[config.mk]
export PLATFORM = sky130hd
export DESIGN_NAME = frame_capture
export DESIGN_NICKNAME = d
export VERILOG_FILES = /design/src/rtl/frame_capture.sv
export SDC_FILE = /design/constraint.sdc
export NUM_CORES = 1
export LEC_CHECK = 0
export CORE_MARGIN = 2
export CORE_UTILIZATION = 48
export DETAILED_ROUTE_END_ITERATION = 10
export GPL_ROUTABILITY_DRIVEN = 0
export PLACE_DENSITY = 0.75
export REMOVE_ABC_BUFFERS = 1
export SLEW_MARGIN = 25
export SYNTH_ARGS = -nofsm -noshare
export SYNTH_HDL_FRONTEND = slang
export SYNTH_SLANG_ARGS = --single-unit
[constraint.sdc]
create_clock -name CLK -period 1.5 [get_ports CLK]
set_input_delay 0.225 -clock CLK [delete_from_list [all_inputs] [get_ports CLK]]
set_output_delay 0.225 -clock CLK [all_outputs]
set_load 0.02 [all_outputs]
[src/rtl/frame_capture.sv]
// rtl/frame_capture.sv - PDET-triggered serial frame capture with XOR checksum
module frame_capture #(
  parameter int PAYLOAD_BYTES = 2
) (
  input  logic       CLK,
  input  logic       SCLR,
  input  logic       IN_DATA,
  input  logic       PDET,
  output logic [7:0] DOUT,
  output logic       DVALID,
  output logic       FRAME_DONE,
  output logic       FRAME_OK,
  output logic       FRAME_ERR,
  output logic [7:0] FRAME_CNT,
  output logic       BUSY
);

  typedef enum logic [1:0] {
    IDLE    = 2'd0,
    PAYLOAD = 2'd1,
    CHKSUM  = 2'd2
  } state_t;

  // Index of the final payload byte; byte_cnt is wide enough for 15 bytes
  // and only reaches PAYLOAD_BYTES after the last one, so it never wraps.
  localparam logic [3:0] LAST_BYTE = 4'(PAYLOAD_BYTES - 1);

  state_t     state;
  state_t     state_nxt;
  logic [2:0] bit_cnt;
  logic [3:0] byte_cnt;
  logic [6:0] shift_reg;
  logic [7:0] chk_acc;
  logic [7:0] byte_now;
  logic       byte_end;
  logic       start;
  logic       payload_byte;
  logic       chk_byte;

  // The byte completing this cycle: seven earlier bits plus the current one,
  // MSB first.
  assign byte_now = {shift_reg, IN_DATA};
  assign byte_end = (bit_cnt == 3'd7);
  assign BUSY     = (state != IDLE);

  // State register
  always_ff @(posedge CLK) begin
    if (SCLR) begin
      state <= IDLE;
    end else begin
      state <= state_nxt;
    end
  end

  // Next-state decode and datapath strobes; PDET only matters in IDLE
  always_comb begin
    state_nxt    = state;
    start        = 1'b0;
    payload_byte = 1'b0;
    chk_byte     = 1'b0;
    case (state)
      IDLE: begin
        if (PDET) begin
          state_nxt = PAYLOAD;
          start     = 1'b1;
        end
      end
      PAYLOAD: begin
        if (byte_end) begin
          payload_byte = 1'b1;
          if (byte_cnt == LAST_BYTE) begin
            state_nxt = CHKSUM;
          end
        end
      end
      CHKSUM: begin
        if (byte_end) begin
          chk_byte  = 1'b1;
          state_nxt = IDLE;
        end
      end
      default: begin
        state_nxt = IDLE;
      end
    endcase
  end

  // Bit/byte counting, byte assembly, checksum and registered outputs
  always_ff @(posedge CLK) begin
    if (SCLR) begin
      bit_cnt    <= 3'd0;
      byte_cnt   <= 4'd0;
      shift_reg  <= 7'd0;
      chk_acc    <= 8'd0;
      DOUT       <= 8'd0;
      DVALID     <= 1'b0;
      FRAME_DONE <= 1'b0;
      FRAME_OK   <= 1'b0;
      FRAME_ERR  <= 1'b0;
      FRAME_CNT  <= 8'd0;
    end else begin
      DVALID     <= 1'b0;
      FRAME_DONE <= 1'b0;
      FRAME_OK   <= 1'b0;
      FRAME_ERR  <= 1'b0;
      if (start) begin
        // The edge that sees PDET also captures frame bit 0.
        shift_reg <= {6'd0, IN_DATA};
        bit_cnt   <= 3'd1;
        byte_cnt  <= 4'd0;
        chk_acc   <= 8'd0;
      end else if (state != IDLE) begin
        shift_reg <= byte_now[6:0];
        bit_cnt   <= bit_cnt + 3'd1;
        if (payload_byte) begin
          DOUT     <= byte_now;
          DVALID   <= 1'b1;
          chk_acc  <= chk_acc ^ byte_now;
          byte_cnt <= byte_cnt + 4'd1;
        end
        if (chk_byte) begin
          FRAME_DONE <= 1'b1;
          if (byte_now == chk_acc) begin
            FRAME_OK <= 1'b1;
            if (FRAME_CNT != 8'hFF) begin
              FRAME_CNT <= FRAME_CNT + 8'd1;
            end
          end else begin
            FRAME_ERR <= 1'b1;
          end
        end
      end
    end
  end

endmodule

==> summary.txt <==
Outcome
  • Status: finished, violations left
  • Failing checks: negative setup slack

Route
  • ANT nets after route: 0
  • Via count: 1,537
  • Initial DRC Count: 131
  • Count of TritonRoute iterations in the first routing pass: 4
  • Vias per cell: 4.94
  • Avg WL per Cell: 12.5 microns
  • DRC: 0
  • Final wirelength: 3.88 mm

Flow run
  • Max_cap viols: 0

Cells and area
  • Biggest regs: DOUT x8, FRAME_CNT x8, chk_acc x8
  • Nets: 271
  • Finished Layout Cells: 311
  • Fill count: 255
  • Area Overhead vs Synth: 45.9%
  • Multi-input gate area: 951 sq um
  • Final core area utilization: 71.9%
  • Seq. cell area: 883 sq um
  • N_diodes: 0
  • Layout cells sized above 1: 27.8%

Global route
  • Initial antenna violation count: 0
  • Congestion Overflow GR: 0
  • GRT Util Overall: 20.3%
  • Largest net degree at the start of global routing: 16
  • First-pass GRT wire length: 6.53 mm
  • Number of global-route vias before repair: 1,471

Worst setup path
  • Critical Path AT: 1970 ps
  • Worst path bufs/invs: 3
  • Cell Chain, Critical Path: clkdlybuf4s50_1 -> xor2_1 -> nor4_4 -> nand3_4 -> buf_4 -> buf_4 -> o31ai_2 -> a21oi_1
  • Crit path max-delay cell type: clkdlybuf4s50_1
  • Req. time, crit path: 1690 ps
  • Crit path largest cell delay: 470 ps
  • CP most frequent cell: buf_4
  • WS Path Type: in2reg
  • CP Capture Type: register
  • Critical Path Source Type: input port
  • Top delay family on crit path: buffers and inverters
  • Crit-path max FO: 6

Pwr
  • Worst vdd ir: 618 uV
  • Leakage: 1.19 nW
  • Cell Pwr Density: 850 nW/um^2
  • Overall Power: 2.20 mW

STA
  • Relative max-transition margin: 78.4%
  • Final setup viols: 8
  • Layout Skew: 5.05 ps
  • Worst-Margin Slew: 321 ps
  • Final hold viol count: 0
  • Final setup margin: -287 ps
  • Pins Over Slew Limit: 0
  • Unrepaired setup endpoints after global routing: true
  • Crit path time final: 1790 ps
  • Tcrit/Tclk final: 119%
  • Fmax: 560 MHz

Place
  • HPWL after DPL: 2.60 mm
  • Placed Cells incl. Taps: 299
  • IO buf count: 24

Synth
  • Most area-hungry cell type in the Yosys netlist: dfxtp_1
  • Synth top area cells: dfxtp_1 (50%), xor2_1 (9.4%), nand2_1 (7.8%), a21oi_1 (6.8%), nor2_1 (5.1%)
  • Synth unique cells: 29
  • Seq/Total Area, Yosys: 49.5%
  • Top-area cell type share of the netlist area: 49.5%
  • Ys Warns: 0
  • Synth Cell Area: 1780 sq um
  • Post-synthesis cell count: 199
  • Post-synthesis average cell area: 8.93 sq um
  • FF+latch count, synth: 44

Clocking
  • CTS H-tree lvls: 2
  • Num CTS Buffers: 5
  • Sink Count: 44
  • Worst-skew pair later-pin latency: 300 ps
  • Maximum clock path buffer count: 2
  • Clk pin slew, worst setup/hold paths: 80 ps
  • Root Buffer: clkbuf_8
  • Hold_buf cts: 0
  • CTS tree: yes

Floorplan
  • Core Region: 3610 sq um
  • Initial Utilization: 49.3%
  • Std-Cell Rows: 22
  • I/O pin count: 25
  • Full die area: 4210 sq um
  • Chip Height: 64.9 microns
  • Die width: 64.9 microns

Min path
  • Worst hold path type: reg2reg
-- per-layer routing --
| layer | up-vias | wire length (microns) | global-route usage (%) |
|---|---|---|---|
| met1 | 715 | 1740 | 24.8 |
| met5 | - | 0 | 0 |
| li1 | 793 | - | - |
| met4 | 0 | 52 | 7.18 |
| met2 | 23 | 1960 | 34.0 |
| met3 | 6 | 121 | 5.73 |
-- power by group --
part | switching [mW] | internal, mW | leakage (nW)
clock network | 0.404 | 0.494 | 0.0552
logic | 0.0671 | 0.0557 | 0.777
registers | 0.00639 | 1.18 | 0.356
total | 0.477 | 1.73 | 1.19
-- through the flow --
stage | TNS [ps] | hold slack [ps] | worst slack (ps) | cell area (sq um)
after global routing | -2660 | 479 | -368 | 2590
after global placement | -3830 | 442 | -498 | 2330
final | -1830 | 453 | -287 | 2590
after floorplan | -3190 | 294 | -257 | 1740
after detailed placement | -4280 | 447 | -538 | 2330
after CTS | -1740 | 459 | -264 | 2510
-- logic make-up (layout without fill, tap and decap cells) --
family	count (synthesis)	count (layout)	share of synthesized area [%]
compound gates	35	35	11.0
simple gates	81	81	22.0
flops	44	44	49.5
xor+xnor	20	20	9.85
fa+ha+maj	5	5	3.52
mux	2	2	1.13
buf+inv	12	76	2.96
-- layout by cell type, fill, tap and decap left out, types with 5 or more instances in the layout --
cell,instances
buf_4,37
nand2_2,7
dlymetal6s2s_1,6
dlygate4sd2_1,8
clkdlybuf4s50_1,9
dfxtp_1,42
a21oi_1,23
xor2_1,19
nand2_1,29
nor2_1,23
clkbuf_8,5
-- cell usage after synthesis (all sizes together) --
cell type / instances
a21o: 1
and3: 1
clkbuf: 8
ha: 5
mux2i: 2
xor2: 19
o21ai: 4
nand2: 37
a211oi: 1
dfxtp: 44
o21ba: 1
nand3b: 1
buf: 1
a21oi: 24
nand4: 2
a21boi: 1
nor4: 3
inv: 3
nor4b: 1
o31ai: 3
nor2: 24
xnor2: 1
or2: 1
or3: 3
nand3: 5
or4: 3
-- worst reg2reg max path, stage by stage (launching register included) --
cell	delay (ps)
dfxtp_2	350
ha_4	140
ha_4	120
nand3b_1	110
o21ba_4	260
nand3_4	110
buf_4	160
buf_4	140
o31ai_2	190
a21oi_1	100
-- cell type report --
class                   count  share of cell area (%)
multi-input cells         143                    36.7
repair buffers             65                    22.4
well taps                  48                    2.32
flip-flops and latches     44                    34.1
clock inverters             2                    1.35
clock buffers               6                    2.80
inverters                   3                   0.434
-- what timing repair did --
item                       in CTS  in global routing
setup buffers                   2                  2
setup endpoints to repair      29                 35
pin swaps                       9                 10
resized for setup              24                 23
-- worst paths after layout --
kind | cells past startpoint | to | slack [ps] | startpoint
max | 8 | FRAME_CNT[5]$_SDFFE_PP0P_ | -290 | IN_DATA
min | 2 | DOUT[7]$_SDFFE_PP0P_ | 450 | DOUT[7]$_SDFFE_PP0P_
max reg2reg | 9 | FRAME_CNT[5]$_SDFFE_PP0P_ | -280 | bit_cnt[1]$_SDFFE_PP0N_
min reg2reg | 2 | DOUT[7]$_SDFFE_PP0P_ | 450 | DOUT[7]$_SDFFE_PP0P_
(Power assumes the default switching activity.)
